### config.mk
export PLATFORM = sky130hd
export DESIGN_NAME = seg7_scan_bcd
export DESIGN_NICKNAME = d
export VERILOG_FILES = /design/src/rtl/seg7_scan_bcd.sv
export SDC_FILE = /design/constraint.sdc
export NUM_CORES = 1
export LEC_CHECK = 0
export CAP_MARGIN = 40
export CORE_ASPECT_RATIO = 1.5
export CORE_UTILIZATION = 36
export CTS_CLUSTER_SIZE = 8
export DETAILED_ROUTE_END_ITERATION = 10
export GPL_ROUTABILITY_DRIVEN = 0
export PLACE_DENSITY = 0.66
export SYNTH_ARGS = -nofsm -noshare
export SYNTH_HDL_FRONTEND = slang
export SYNTH_SLANG_ARGS = --single-unit
### constraint.sdc
create_clock -name clk_in -period 2.6 [get_ports clk_in]
set_input_delay 0.65 -clock clk_in [delete_from_list [all_inputs] [get_ports clk_in]]
set_output_delay 0.65 -clock clk_in [all_outputs]
set_load 0.005 [all_outputs]
### src/rtl/seg7_scan_bcd.sv
// Four-digit multiplexed seven-segment driver with a sequential double-dabble
// binary-to-BCD converter. scan_clk is sampled as data and never clocks anything.
module seg7_scan_bcd #(
    parameter bit BLANK_LEADING = 1'b1
) (
    input  logic        clk_in,
    input  logic        reset,
    input  logic        scan_clk,
    input  logic [13:0] value,
    output logic [3:0]  an,
    output logic [6:0]  seg,
    output logic        dp,
    output logic        busy,
    output logic        overflow
);

    typedef enum logic [1:0] {StIdle, StShift, StDone} state_e;

    state_e      r_state;
    logic [13:0] r_last_value;
    logic [13:0] r_bin;
    logic [15:0] r_bcd;
    logic [3:0]  r_cnt;
    logic [15:0] r_disp;
    logic        r_ovf;
    logic        r_busy;

    logic        r_s1, r_s2, r_s3;
    logic [1:0]  r_idx;

    logic [15:0] w_adj;
    logic        w_tick;
    logic [3:0]  w_digit;
    logic        w_lead_zero;
    logic        w_blank;
    logic [3:0]  w_an;
    logic [6:0]  w_seg;

    // Double-dabble add-3 correction applied before each shift
    always_comb begin
        w_adj = r_bcd;
        for (int i = 0; i < 4; i++) begin
            if (r_bcd[4*i +: 4] >= 4'd5) begin
                w_adj[4*i +: 4] = r_bcd[4*i +: 4] + 4'd3;
            end
        end
    end

    // Conversion FSM; display register and overflow load together in DONE only
    always_ff @(posedge clk_in or posedge reset) begin
        if (reset) begin
            r_state      <= StIdle;
            r_last_value <= '0;
            r_bin        <= '0;
            r_bcd        <= '0;
            r_cnt        <= '0;
            r_disp       <= '0;
            r_ovf        <= 1'b0;
            r_busy       <= 1'b0;
        end else begin
            case (r_state)
                StIdle: begin
                    if (value != r_last_value) begin
                        r_bin        <= value;
                        r_last_value <= value;
                        r_bcd        <= '0;
                        r_cnt        <= 4'd14;
                        r_busy       <= 1'b1;
                        r_state      <= StShift;
                    end
                end
                StShift: begin
                    r_bcd <= {w_adj[14:0], r_bin[13]};
                    r_bin <= {r_bin[12:0], 1'b0};
                    r_cnt <= r_cnt - 4'd1;
                    if (r_cnt == 4'd1) begin
                        r_state <= StDone;
                    end
                end
                StDone: begin
                    // r_last_value is frozen outside IDLE, so it is the converted value
                    if (r_last_value > 14'd9999) begin
                        r_ovf  <= 1'b1;
                        r_disp <= '1;
                    end else begin
                        r_ovf  <= 1'b0;
                        r_disp <= r_bcd;
                    end
                    r_busy  <= 1'b0;
                    r_state <= StIdle;
                end
                default: r_state <= StIdle;
            endcase
        end
    end

    // scan_clk synchronizer, edge-history flop and digit index counter
    always_ff @(posedge clk_in or posedge reset) begin
        if (reset) begin
            r_s1  <= 1'b0;
            r_s2  <= 1'b0;
            r_s3  <= 1'b0;
            r_idx <= 2'd0;
        end else begin
            r_s1 <= scan_clk;
            r_s2 <= r_s1;
            r_s3 <= r_s2;
            if (w_tick) begin
                r_idx <= r_idx + 2'd1;
            end
        end
    end

    assign w_tick = r_s2 & ~r_s3;

    // Digit select, leading-zero detection and segment decode
    always_comb begin
        w_digit     = r_disp[3:0];
        w_lead_zero = 1'b0;
        w_an        = 4'b1110;
        unique case (r_idx)
            2'd0: begin
                w_digit     = r_disp[3:0];
                w_lead_zero = 1'b0;
                w_an        = 4'b1110;
            end
            2'd1: begin
                w_digit     = r_disp[7:4];
                w_lead_zero = (r_disp[15:4] == 12'd0);
                w_an        = 4'b1101;
            end
            2'd2: begin
                w_digit     = r_disp[11:8];
                w_lead_zero = (r_disp[15:8] == 8'd0);
                w_an        = 4'b1011;
            end
            2'd3: begin
                w_digit     = r_disp[15:12];
                w_lead_zero = (r_disp[15:12] == 4'd0);
                w_an        = 4'b0111;
            end
        endcase
        w_blank = BLANK_LEADING & ~r_ovf & w_lead_zero;
        if (r_ovf) begin
            w_seg = 7'b0111111;
        end else if (w_blank) begin
            w_seg = 7'b1111111;
        end else begin
            case (w_digit)
                4'd0:    w_seg = 7'b1000000;
                4'd1:    w_seg = 7'b1111001;
                4'd2:    w_seg = 7'b0100100;
                4'd3:    w_seg = 7'b0110000;
                4'd4:    w_seg = 7'b0011001;
                4'd5:    w_seg = 7'b0010010;
                4'd6:    w_seg = 7'b0000010;
                4'd7:    w_seg = 7'b1111000;
                4'd8:    w_seg = 7'b0000000;
                4'd9:    w_seg = 7'b0010000;
                default: w_seg = 7'b1111111;
            endcase
        end
    end

    // Registered anode/segment outputs
    always_ff @(posedge clk_in or posedge reset) begin
        if (reset) begin
            an  <= 4'b1111;
            seg <= 7'b1111111;
        end else begin
            an  <= w_an;
            seg <= w_seg;
        end
    end

    assign dp       = 1'b1;
    assign busy     = r_busy;
    assign overflow = r_ovf;

endmodule

==> results.toml <==
[final_layout]
post_layout_nonfiller_instances = 570
post_route_cells_drive_above_1_share_pct = 13.2
fillerInstances = 1030
layout.core_utilization_pct = 44.2
number_of_inserted_diodes = 0
final_layout_net_count = 452
area.growth.synth_to_final_pct = 20.5

[synth]
synth_adder_area_share_pct = 5.27
synth-xor-area-share_pct = 4.56
syn-instance-count = 382
area_leader_netlist = "dfrtp_1"
synth_cell_type_count = 46
synth.top_cells.by_count = "73 x dfrtp_1, 45 x nand2_1, 25 x inv_1"
synth_most_common_cell = "dfrtp_1"
syn-cell-area_mm2 = 0.00404
synth-compound-area-share_pct = 17.3
yosysWarningCount = 0
syn_avg_cell_area_um2 = 10.6
ys_async_sr_fraction_pct = 100
yosys_register_bits = 84
ys_seq_area_share_pct = 52.4
synthMuxAreaShare_pct = 2.17
synthDominantCellAreaShare_pct = 45.2
synth_enable_flop_cells = 0
synth-main-ff-cell = "dfrtp_1"
total_nets_after_synthesis = 416
synth_top_family_by_area = "compound AO/OA/AOI/OAI gates"
netlist_top_cells_area = "dfrtp_1 45%, dfstp_2 7.2%, ha_1 5.3%"
post_synth_and_or_nand_nor_area_fraction_pct = 13.8

[critical_path]
critical_path.cell_chain = "clkdlybuf4s50_1, xor2_1, nor4_2, a41oi_2, buf_4, and2_1, a221o_1"
timing.critical_path.slowest_stage_cell = "clkdlybuf4s50_1"
rr_startpoint = "r_idx[0]$_DFFE_PP0P_"
cp_data_arrival_time_ps = 2540
crit_end = "r_bin[9]$_DFFE_PP0P_"
setup.worst_path.class = "primary input to flip-flop"
max_stage_delay_ps = 450
endpoint_kind_of_the_worst_setup_timing_path = "flip-flop"
worst_setup_path_startpoint = "value[13]"
required_ps = 2810
maximum_fanout_encountered_on_the_critical_timing_path = 7
crit-reg2reg-capture = "seg[6]$_DFF_PP1_"
r2r_cells = 8
cp-start-kind = "primary input"
worst_reg_to_reg_setup_slack_ps = 360

[route]
routed_wire_length_per_instance_um = 14.2
detailroute.via_count = 2928
drc = 0
drt-pass1-iter-count = 4
final_antenna_net_count = 0
detailedRoute.firstIterationViolations = 165
detail_route.wirelength_um = 8090
drt-vias-per-instance = 5.14

[pwr]
totalPowerFinal_mw = 6.64
power_density_mw_per_mm2 = 1360
leakage_nw = 2.18
max-vdd-ir-drop_v = 0.000510

[cts]
clkSlewWorstSetupHoldPaths_ps = 60
cts_max_path_buffers = 2
post_cts.resized_instances = 0
post_cts.repair.setup_buffers = 0
worst_skew_pair.late_latency_ps = 330
htree_num_levels = 3
cts_inserted_buffers = 9
cts_num_sinks = 84
cts-hold-fix-buffers = 0
cts_tree = "done"
clock_tree.root_cell = "clkbuf_16"

[floorplanning]
floorplan.rows = 47
top_level_ports = 31
floorplan.die_area_mm2 = 0.0117
initial_core_util_pct = 36.7
core_mm2 = 0.0110
die_h_um = 132
die_width_um = 88.5

[timing]
final_period_minus_worst_setup_slack_ps = 2330
timing_max_transition_violations_final = 0
layout_skew_ps = 6.96
setup_violations = 0
layout_worst_path_cycle_share_pct = 89.6
max_fclk_mhz = 429
worst_slew_margin_rel_pct = 45.9
unrepaired_setup_endpoints_after_global_routing = "false"
timing_worst_slew_pin_value_ps = 811
finalHoldViolCount = 0

[placement]
numPortBuffers = 29
placed_cells_incl_taps = 554
post-dp-hpwl_um = 5910

[min_path]
hold_depth = 0
min-delay-path-class = "flip-flop to flip-flop"

[grt]
grt_pass1_vias = 3151
grt_antenna_before_repair = 0
grt.overflow.total = 0
all_layer_gr_usage_pct = 15.7
grt_start_max_net_pins = 38
grt_pass1_wl_um = 14500

[run_status]
status = "completed"

[flow_run]
cap_violations = 0
## report_power, final
part | switching, mW | internal [mW] | leakage [nW]
logic | 1.52 | 1.41 | 1.04
registers | 0.474 | 1.98 | 0.994
clock network | 0.504 | 0.744 | 0.142
total | 2.50 | 4.14 | 2.18
## placed cells by master, fill, tap and decap left out, types with 7 or more instances in the layout
master            n
nand2_1          45
nand2b_1          8
a21oi_1          14
dfstp_2          11
o21ai_0           7
xor2_1           16
clkdlybuf4s50_1  29
and2_1           13
buf_4            12
nor2_1           12
ha_1             17
nand3_1           9
o211ai_1         12
clkbuf_16         9
dfrtp_1          73
a21o_1           12
inv_1            24
o22ai_1          10
a221o_1          12
o21ai_1           9
## stage by stage
| step | setup WS [ps] | setup TNS (ps) | instance area, um^2 | hold slack (ps) |
|---|---|---|---|---|
| final | 269 | 0 | 4870 | 356 |
| after global routing | 112 | 0 | 4870 | 368 |
| after CTS | 258 | 0 | 4870 | 357 |
| after detailed placement | -92.9 | -908 | 4570 | 342 |
| after global placement | -76.5 | -673 | 4570 | 344 |
| after floorplan | 535 | 0 | 4040 | 331 |
## final cells by class
type / count / area (um^2) / area share [%]
timing repair buffer: 43 / 420 / 8.64
clock inverter: 6 / 65.1 / 1.34
inverter: 27 / 105 / 2.16
clock buffer: 10 / 229 / 4.71
multi-input combinational: 253 / 1750 / 35.9
sequential: 84 / 2120 / 43.5
tap: 147 / 184 / 3.78
## registers in the layout, indices dropped and copies added, names as in the netlist
name          cells
busy              1
r_bcd            16
r_bin            14
r_s3              1
an                4
overflow          1
seg               7
r_cnt             4
r_idx             2
r_s2              1
r_last_value     14
r_disp           16
r_state           2
r_s1              1
## routing by layer
metal / GRT usage (%) / part of all wire (%)
met5: 0 / 0
met4: 6.36 / 1.4
met3: 2.07 / 2.5
met2: 27.3 / 53
met1: 19.1 / 43
## worst max-delay path, delay by kind of cell
kind | cells | cell delay (ps)
AOI/OAI and AO/OA | 2 | 490
xor gates and xnor gates | 1 | 190
and+or+nand+nor | 2 | 560
buffers and inverters | 2 | 660
## cell families after synthesis
kind of cell / count (synthesis)
AOI/OAI and AO/OA: 95
xor gates and xnor gates: 21
adders and majority gates: 17
buffers and inverters: 45
DFF: 84
muxes: 8
other: 1
and+or+nand+nor: 111
## worst min-delay path by stage
stage / start / endpoint / slack (ps)
global placement: r_s1$_DFF_PP0_ / r_s2$_DFF_PP0_ / 340
CTS: r_s1$_DFF_PP0_ / r_s2$_DFF_PP0_ / 360
floorplan: r_s1$_DFF_PP0_ / r_s2$_DFF_PP0_ / 330
finish: r_s1$_DFF_PP0_ / r_s2$_DFF_PP0_ / 360
detailed placement: r_s1$_DFF_PP0_ / r_s2$_DFF_PP0_ / 340
global route: r_s1$_DFF_PP0_ / r_s2$_DFF_PP0_ / 370
Note: power is estimated with default switching activity, not from simulation.
